File: src/rtl/btn_trigger.sv
// btn_trigger: synchronizes and debounces a push-button, then turns each
// accepted press into a fixed-length active pulse followed by a cooldown
// window in which further presses are ignored.
module btn_trigger #(
  parameter int DEBOUNCE_CYCLES = 1_000_000,
  parameter int HOLD_CYCLES     = 33_554_432,
  parameter int COOLDOWN_CYCLES = 117_440_512
) (
  input  logic clk,
  input  logic reset,      // synchronous, active-low
  input  logic btn_in,     // raw asynchronous button level
  output logic active,
  output logic btn_level,
  output logic busy
);

  // One counter width covers the largest terminal count of the three.
  localparam int MAX_DH = (DEBOUNCE_CYCLES > HOLD_CYCLES) ? DEBOUNCE_CYCLES : HOLD_CYCLES;
  localparam int MAX_P  = (MAX_DH > COOLDOWN_CYCLES) ? MAX_DH : COOLDOWN_CYCLES;
  localparam int CNT_W  = $clog2(MAX_P) + 1;

  localparam logic [CNT_W-1:0] DEB_TERM  = CNT_W'(DEBOUNCE_CYCLES - 1);
  localparam logic [CNT_W-1:0] HOLD_TERM = CNT_W'(HOLD_CYCLES - 1);
  localparam logic [CNT_W-1:0] COOL_TERM = CNT_W'(COOLDOWN_CYCLES - 1);

  typedef enum logic [1:0] {
    S_IDLE     = 2'd0,
    S_HOLD     = 2'd1,
    S_COOLDOWN = 2'd2
  } state_t;

  logic             r_sync1;
  logic             r_sync2;
  logic [CNT_W-1:0] r_deb_cnt;
  logic             r_btn_level;
  logic             r_level_d;
  logic [CNT_W-1:0] r_hold_cnt;
  logic [CNT_W-1:0] r_cool_cnt;
  logic             r_active;
  logic             r_busy;
  state_t           r_state;
  state_t           w_state_next;
  logic             w_press;

  // Two-flop synchronizer: the only place btn_in is sampled.
  always_ff @(posedge clk) begin
    if (!reset) begin
      r_sync1 <= 1'b0;
      r_sync2 <= 1'b0;
    end else begin
      r_sync1 <= btn_in;
      r_sync2 <= r_sync1;
    end
  end

  // Debounce: accept the new level only after DEBOUNCE_CYCLES consecutive
  // cycles of disagreement; any return to the current level restarts the count.
  always_ff @(posedge clk) begin
    if (!reset) begin
      r_deb_cnt   <= '0;
      r_btn_level <= 1'b0;
    end else if (r_sync2 == r_btn_level) begin
      r_deb_cnt <= '0;
    end else if (r_deb_cnt == DEB_TERM) begin
      r_btn_level <= r_sync2;
      r_deb_cnt   <= '0;
    end else begin
      r_deb_cnt <= r_deb_cnt + 1'b1;
    end
  end

  // Delayed copy of the debounced level for rising-edge detection.
  always_ff @(posedge clk) begin
    if (!reset) begin
      r_level_d <= 1'b0;
    end else begin
      r_level_d <= r_btn_level;
    end
  end

  // Only a 0->1 debounced transition counts as a press; releases are ignored.
  assign w_press = r_btn_level & ~r_level_d;

  // State register plus registered outputs derived from the next state,
  // so active/busy change on the same edge as the state.
  always_ff @(posedge clk) begin
    if (!reset) begin
      r_state  <= S_IDLE;
      r_active <= 1'b0;
      r_busy   <= 1'b0;
    end else begin
      r_state  <= w_state_next;
      r_active <= (w_state_next == S_HOLD);
      r_busy   <= (w_state_next != S_IDLE);
    end
  end

  // Next-state logic; presses outside IDLE are simply dropped.
  always_comb begin
    w_state_next = r_state;
    unique case (r_state)
      S_IDLE:     if (w_press) w_state_next = S_HOLD;
      S_HOLD:     if (r_hold_cnt == HOLD_TERM) w_state_next = S_COOLDOWN;
      S_COOLDOWN: if (r_cool_cnt == COOL_TERM) w_state_next = S_IDLE;
      default:    w_state_next = S_IDLE;
    endcase
  end

  // HOLD counter: zero outside HOLD, counts up while in HOLD and saturates.
  always_ff @(posedge clk) begin
    if (!reset) begin
      r_hold_cnt <= '0;
    end else if (r_state != S_HOLD) begin
      r_hold_cnt <= '0;
    end else if (r_hold_cnt != HOLD_TERM) begin
      r_hold_cnt <= r_hold_cnt + 1'b1;
    end
  end

  // COOLDOWN counter: zero outside COOLDOWN, counts up and saturates.
  always_ff @(posedge clk) begin
    if (!reset) begin
      r_cool_cnt <= '0;
    end else if (r_state != S_COOLDOWN) begin
      r_cool_cnt <= '0;
    end else if (r_cool_cnt != COOL_TERM) begin
      r_cool_cnt <= r_cool_cnt + 1'b1;
    end
  end

  assign active    = r_active;
  assign btn_level = r_btn_level;
  assign busy      = r_busy;

endmodule

File: config.mk
export PLATFORM = sky130hd
export DESIGN_NAME = btn_trigger
export DESIGN_NICKNAME = d
export VERILOG_FILES = /design/src/rtl/btn_trigger.sv
export SDC_FILE = /design/constraint.sdc
export NUM_CORES = 1
export LEC_CHECK = 0
export CAP_MARGIN = 20
export CORE_MARGIN = 5
export CORE_UTILIZATION = 58
export CTS_CLUSTER_DIAMETER = 120
export DETAILED_ROUTE_END_ITERATION = 16
export PLACE_DENSITY = 0.74
export SYNTH_ARGS = -nofsm -noshare
export SYNTH_HDL_FRONTEND = slang
export SYNTH_SLANG_ARGS = --single-unit
File: constraint.sdc
create_clock -name clk -period 3.8 [get_ports clk]
set_clock_uncertainty 0.05 [all_clocks]
set_input_delay 0.76 -clock clk [delete_from_list [all_inputs] [get_ports clk]]
set_output_delay 0.76 -clock clk [all_outputs]
set_load 0.05 [all_outputs]
Word-level counts from Yosys, hierarchy flattened --
Cells that the tools add are included.
Word-level totals: bits in registers 92, logic and storage cells 38, output and inout port bits 3, input port bits 3
Cells by class: add/subtract/negate cells 3, equality and inequality tests 11, mux-type cells 4, bitwise logic cells 4, reduce and logical (&&, ||, !) cells 6
Operator list (number):
- adder 28 x 1 -> 28 bit (second input constant) | 3
- == test 28 x 20 -> 1 bit (second input constant) | 1
- == test 28 x 25 -> 1 bit (second input constant) | 1
- == test 28 x 27 -> 1 bit (second input constant) | 1
- inequality test 28 x 25 -> 1 bit (second input constant) | 1
- inequality test 28 x 27 -> 1 bit (second input constant) | 1
- two-way mux 2 bit | 3
- case mux 2 bit (3 select lines) | 1
- == test 2 x 1 -> 1 bit (second input constant) | 2
- OR reduction 2 bit | 2
- NOT 1 bit | 3
- OR reduction 3 bit | 1
- == test 2 bit (second input constant) | 1
- zero test 2 bit | 1
- inequality test 2 x 1 -> 1 bit (second input constant) | 1
- inequality test 2 bit (second input constant) | 1
- AND reduction 2 bit | 1
- nonzero test 2 bit | 1
- AND 1 bit | 1
- == test 1 bit | 1

Logic depth before layout (Yosys ltp) --
Gate-level depths: netlist of the first run.
depth in word-level cells 5, gate-level depth with buffers 7, depth with buffers taken out 6

Least setup slack after synthesis of the first run --
Ideal clock, no wire load.
path type register to register, from register r_cool_cnt[0], to register r_cool_cnt[23], stages on the path, launching flop included 7, slack 1.789 ns, data arrival time 1.837 ns, data required time 3.627 ns, library setup time 0.123 ns, path buffers 0, period minus slack after synthesis 2.011 ns, cells stage by stage dfxtp_1 > ha_1 > nand3_1 > or4_4 > o211ai_2 > nor2_1 > mux2_1
On the way: longest elaborated chain between the ends 1, elaborated cells on any way between the ends 2, those cells by class 1 x add/sub; 1 x eq/ne
RTL lines:
- start, declared | RTL line 38 | logic [CNT_W-1:0] r_cool_cnt;
- start signal, assigned | RTL line 127 | r_cool_cnt <= r_cool_cnt + 1'b1;
- adder 28 x 1 -> 28 bit / inequality test 28 x 27 -> 1 bit (equally long branches) | RTL line 127, 126
Several ways; a longest one is shown, not always the timed one. A chain may end at the register's enable or synchronous reset.

Final worst setup path of the first run --
from register r_hold_cnt[0], to register r_hold_cnt[13]
On the way: longest elaborated chain between the ends 1, elaborated cells on any way between the ends 2, those cells by class 1 x add/sub; 1 x eq/ne
RTL lines:
- start, declared | RTL line 37 | logic [CNT_W-1:0] r_hold_cnt;
- start signal, assigned | RTL line 116 | r_hold_cnt <= r_hold_cnt + 1'b1;
- adder 28 x 1 -> 28 bit / inequality test 28 x 25 -> 1 bit (equally long branches) | RTL line 116, 115
Several ways; a longest one is shown, not always the timed one.

==> impl_results.md, run 1 <==
- Status: completed
- I/O pins: 6
- Post-synthesis register bit count: 92
- Met2 Use GR: 30.5%
- Busiest grt layer: met2
- CTS tree: done
- Asr flop ratio synth: 0%
- Final Setup Violations: 0
- F_max: just under 400 MHz
- Global-route wire length before repair: 14700 um
- Vias: between 3k and 4k
- Syn Std Cell Area: 0.00431 sq mm
- Internal power: 1.27 mW
- Largest net degree at the start of global routing: 29
- Placer Congestion: 0.799
- Sw power: 0.352 mW
- Clock Tree Root: clkbuf_8
- Fin. max-slew vios: 0
- WL per Instance: 13.6 um
- Site Rows: 31
- Syn_area_per_cell: between 8 and 9 sq um
- PnR worst setup slack: around 1.2 ns
- Cts bufs inserted: 9
- Post-CTS sizing: 0
- CP Launch Type: flop
- Synth warn: 0
- Yosys cell types: 48
- Clock Latency Late Sink: 0.36 ns
- DIE WIDTH: around 96 um
- Critical Path RT: 4.05 ns
- Tot Pwr: roughly 1.6 mW
- Nets: ~500
- Chip Height: 96.2 um
- Register area share after synthesis: approximately 43%
- Layout cells sized above 1: 6.90%
- Final ANT Viol Nets: 0
- Static Leak: 1.48 nW
- Worst slew margin: 43.7%
- Dpl hpwl: 5740 um
- Gate Count Post-Synth: ~500
- DR pass1 iterations: 5
- Residual DRC: 0
- Max FO, Critical Path: 11
- Final hold violations: 0
- Layout area overhead: 7.58%
- Via density per instance: between 5 and 6
- Hold Slack: 0.389 ns
- Crit Path Category: reg -> reg
- Max Cap Viol: 0
- Sw frac: between 20% and 30%
- Ant diodes: 0
- Gate power share: less than 1%
- Reg power frac: 59.3%
- Setup Fix Bufs, Post-CTS: 0
- EDFF count, synth: 0
- Clock power frac: 40.2%
- Crit path DAT: 2.85 ns
- Cell Pwr Density: 351 mW/mm^2
- Port bufs: 5
- GR Layer Usage met3: 3.67%
- H-tree depth: 3
- FILL cells: ~630
- CP endpoint kind: flop
- Met1 GRT Util: 26.9%
- Most used DFF post-synth: dfxtp_1
- Clock sink count: 92
- Vias in the first global route: around 3.3k
- Die footprint: slightly above 0.009 sq mm
- Initial antenna violation count: 0
- Tightest Pin Transition: 0.838 ns
- Max clock buf depth: 2
- Drt total wl: 8260 um
- Worst VDD drop: 0.000200 V
- Final min period: ~2.6 ns
- Overall routing resource usage: between 10% and 20%
- Reg clk slew, reported paths: approximately 0.10 ns
- Area after DPL: 0.00445 sq mm
- Initial core utilization: 59.4%
- Hold buffer count at cts: 0
- Pre-CTS setup slack: 1.06 ns
- RSZ-0062 raised after global routing: false
- Final Cell Area: 0.00464 sq mm
- Post-Syn Nets: 504
- Drt first-iter violations: 163
- Setup_tns: 0 ns
- Hold Path Class: reg -> reg
- Grt total ovfl: 0
- Fin crit share: roughly two thirds
- Core area: 0.00725 sq mm
## layer usage
layer | vias to the layer above | part of all wire (%)
li1 | 1788 | -
met2 | 48 | 45
met5 | - | 0
met4 | 0 | 1.6
met1 | 1631 | 50
met3 | 9 | 3.4
## stage by stage
stage                     util, %  instances
final                        63.9        606
after global routing         63.9        606
after CTS                    63.9        606
after detailed placement     61.3        590
after global placement       61.3        590
after floorplan                 -        498
## area by class of cell
class                           count  area (sq um)  area share (%)
Multi-Input combinational cell    383          2370            51.1
Sequential cell                    92          1840            39.7
Clock buffer                       10           128            2.75
Tap cell                           99           124            2.67
Timing Repair Buffer               11          95.1            2.05
Clock inverter                      6          62.6            1.35
Inverter                            5          18.8           0.405
## final timing paths
check                startpoint        endpoint  slack, ns  cells after the start
setup / recovery  r_hold_cnt[0]  r_hold_cnt[13]       1.20                      6
hold / removal          r_sync1         r_sync2       0.39                      1
setup reg to reg  r_hold_cnt[0]  r_hold_cnt[13]       1.20                      6
hold reg to reg         r_sync1         r_sync2       0.39                      1
## Yosys cell counts (2+ instances only)
library cell   n  area share (%)
dfxtp_1       92              43
nor2_1        80             7.0
xor2_1        42             8.5
nand3_1       34             3.9
nand2_1       33             2.9
nand4_1       32             4.6
a21oi_1       20             2.3
xnor2_1       18             3.7
o21ai_0       14             1.6
clkbuf_1      13             1.1
or3_1         10             1.5
and3_1         9             1.3
and4_1         9             1.8
nor3_1         9             1.0
o211ai_1       9             1.6
nor4_1         6            0.87
inv_1          5            0.44
or4_1          5            0.87
and2_1         4            0.58
mux2i_1        4            0.93
a31oi_1        3            0.44
and3b_1        3            0.61
buf_2          3            0.35
ha_1           3            0.87
nand2b_1       3            0.44
nand3b_1       3            0.52
nor2b_1        3            0.44
nor3b_1        3            0.52
nor4_2         3            0.87
or4_4          3            0.78
nand4_2        2            0.58
nor4b_1        2            0.41
## registers in the layout, indices dropped and copies added, names as in the netlist
register,cells
r_sync2,1
btn_level,1
r_level_d,1
r_cool_cnt,28
busy,1
r_sync1,1
active,1
r_deb_cnt,28
r_state,2
r_hold_cnt,28
## cells in the final DEF, fill, tap and decap left out, types with 3 or more instances in the layout
master,n
o211ai_1,9
xor2_1,42
and4_1,9
nand3b_1,3
or4_4,3
clkinv_2,3
nand3_1,34
buf_4,6
nand4_1,32
clkdlybuf4s50_1,5
nor3b_1,3
a21oi_1,20
or4_1,5
nor2_1,80
nor4_2,3
xnor2_1,18
o21ai_0,14
nor3_1,9
nor2b_1,3
nand2_1,33
a31oi_1,3
and3b_1,3
dfxtp_1,92
and3_1,9
or3_1,10
and2_1,4
clkbuf_8,9
inv_1,5
nand2b_1,3
nor4_1,6
ha_1,3
mux2i_1,4
## power groups by stage
stage               registers, mW  clock network, mW  logic, mW
floorplan                   0.988                  0    0.00469
global placement            0.988                  0    0.00790
detailed placement          0.988                  0    0.00809
CTS                         0.965              0.671    0.00812
global route                0.966              0.717    0.00888
finish                      0.965              0.653    0.00808
## cells by family (layout without fill, tap and decap cells)
group / after synthesis / count (layout) / synth area share, %
AO/OA/AOI/OAI: 55 / 55 / 7.72
XOR/XNOR: 60 / 60 / 12.2
adder cells (fa/ha/maj): 3 / 3 / 0.871
buffers and inverters: 23 / 32 / 2.35
flip-flops: 92 / 92 / 42.7
multiplexers: 5 / 5 / 1.19
AND/OR/NAND/NOR: 260 / 260 / 32.9
## critical path: stages (launching register included)
cell	delay, ns
dfxtp_1	0.43
ha_1	0.26
nand4_1	0.22
or4_4	0.62
o21ai_1	0.59
o21ai_0	0.19
a21oi_1	0.15
No activity file was read; power rests on OpenSTA's default activity.
==> inputs of run 2 (changes only) <==
Clock period 3.8 ns to 2.4 ns, I/O delays scaled along.
==> run 2 against run 1 <==
Compared with the run above:
- largest cell class unchanged
- critical endpoint is now r_hold_cnt[5]
- die area unchanged
- clock-buffer cell count unchanged
- largest power group unchanged
- non-clock buffer count increased by 7
- clock power increased by 59%
==> impl_results.md, run 2 (synthesized netlist as in run 1, its figures left out) <==
- Status: completed
- Die footprint: 0.00926 sq mm
- Critical Path RT: 2.60 ns
- Initial core utilization: 59.4%
- Sequential Area: 0.00184 sq mm
- Worst setup endpoint: r_hold_cnt[5]
- Cells after DPL: 597
- Largest net degree at the start of global routing: 29
- Max Cap Viol: 0
- Vias: 3512
- Internal power: roughly 2.0 mW
- Max clock buf depth: 2
- Initial antenna violation count: 0
- Crit path DAT: 2.37 ns
- Hold Slack: 0.406 ns
- CP Launch Type: flop
- Residual DRC: 0
- Cell Pwr Density: around 550 mW/mm^2
- Commonest non-fill, non-tap cell in the layout: dfxtp_1
- Overall routing resource usage: roughly a fifth
- RSZ-0062 raised after global routing: false
- Placer Congestion: 0.870
- Multi-input gate area: 0.00237 sq mm
- Drt first-iter violations: 125
- R2R setup slack: roughly 0.23 ns
- Hold Path Class: reg -> reg
- Hold buffer count at cts: 0
- Chip Height: 96.2 um
- Final hold violations: 0
- Clock Latency Late Sink: 0.36 ns
- I/O pins: 6
- Grt total ovfl: 0
- Nets: between 500 and 600
- Top flop regs: r_cool_cnt: 28 flops, r_deb_cnt: 28 flops, r_hold_cnt: 28 flops
- DR pass1 iterations: 4
- FILL cells: 644
- Worst slew margin: 65.8%
- Worst VDD drop: ~0.00045 V
- Final Setup Violations: 0
- CP endpoint kind: flop
- Ant diodes: 0
- Final ANT Viol Nets: 0
- Cts bufs inserted: 9
- Reg clk slew, reported paths: roughly 0.090 ns
- Layout area overhead: 9.35%
- R2r startpoint: r_hold_cnt[0]
- Port bufs: 5
- Sw frac: 20.9%
- R2r endpoint: r_hold_cnt[5]
- F_max: roughly 460 MHz
- Crit path launch: r_hold_cnt[0]
- Static Leak: 1.52 nW
- Fin. max-slew vios: 0
- H-tree depth: 3
- CTS tree: done
- Via density per instance: 5.73
- Reg power frac: 59.2%
- Commonest non-fill, non-tap cells in the layout: dfxtp_1 (92), nor2_1 (80), xor2_1 (42)
- Clock sink count: 92
- WL per Instance: roughly 14 um
- Fin crit share: 90.6%
- Worst Reg2Reg Path Length in Cells: 7
- Gate power share: 0.5%
- Crit Path Category: reg -> reg
- DIE WIDTH: 96.2 um
- Max FO, Critical Path: 11
- Post-CTS sizing: 0
- Layout cells sized above 1: 8.37%
- Core area: about 0.0073 sq mm
- Final cell count without fillers: 613
- Clock Tree Root: clkbuf_8
- Dpl hpwl: 5880 um
- Setup Fix Bufs, Post-CTS: 0
- Tightest Pin Transition: 0.511 ns
- Site Rows: 31
- Global-route wire length before repair: 14900 um
- Hold Crit Depth: 1
- Sw power: 0.540 mW
- Drt total wl: 8390 um
- Clock power frac: 40.3%
- Setup_tns: 0 ns
- Final min period: 2.17 ns
- Vias in the first global route: between 3k and 4k
- Final Cell Area: 0.00471 sq mm
- Area after DPL: about 0.0045 sq mm
-- run 2: cell types whose count changed in the layout (fill, tap and decap cells not counted), sizes merged --
cell	previous run	this run
inv	7	5
buf	6	13
clkinvlp	0	2
-- run 2: final cells by class --
cell class	count	share of cell area [%]
clock buffers	10	2.92
clock inverters	6	1.35
inverters	5	0.398
multi-input cells	383	50.2
flip-flops and latches	92	39.1
well taps	99	2.63
repair buffers	18	3.40
-- run 2: how the worst min path moves through the flow --
stage | startpoint | end | slack (ns)
after global placement | r_sync1 | r_sync2 | 0.37
after floorplan | r_sync1 | r_sync2 | 0.36
final | r_sync1 | r_sync2 | 0.41
after CTS | r_sync1 | r_sync2 | 0.42
after global routing | r_sync1 | r_sync2 | 0.43
after detailed placement | r_sync1 | r_sync2 | 0.39
-- run 2: worst max-delay path, stage by stage, from the launching register on --
cell	delay, ns
dfxtp_1	0.41
ha_1	0.26
nand4_1	0.22
or4_4	0.61
o21ai_1	0.14
buf_4	0.18
xor2_1	0.16
nor2_1	0.05
-- run 2: per-stage QoR --
| step | power [mW] | setup slack (ns) | util, % |
|---|---|---|---|
| after floorplan | 1.57 | 0.389 | - |
| after global placement | 1.58 | 0.317 | 62.2 |
| after detailed placement | 1.58 | 0.261 | 62.2 |
| after CTS | 2.62 | 0.235 | 65.0 |
| after global routing | 2.69 | 0.0252 | 65.0 |
| final | 2.58 | 0.227 | 65.0 |
-- run 2: power groups by stage --
stage,Combinational [mW],Clock (mW),Sequential [mW]
final,0.0139,1.04,1.53
after global routing,0.0153,1.14,1.53
after CTS,0.0141,1.07,1.53
after detailed placement,0.0140,0,1.56
after global placement,0.0137,0,1.56
after floorplan,0.00742,0,1.56
-- run 2: layer usage --
metal | vias up | wire [um] | part of all wire, % | global-route usage [%]
met3 | 4 | 364 | 4.3 | 5.39
met5 | - | 0 | 0 | 0
li1 | 1795 | - | - | -
met4 | 0 | 62 | 0.74 | 4.86
met1 | 1659 | 3900 | 46 | 24.6
met2 | 54 | 4070 | 48 | 34.3
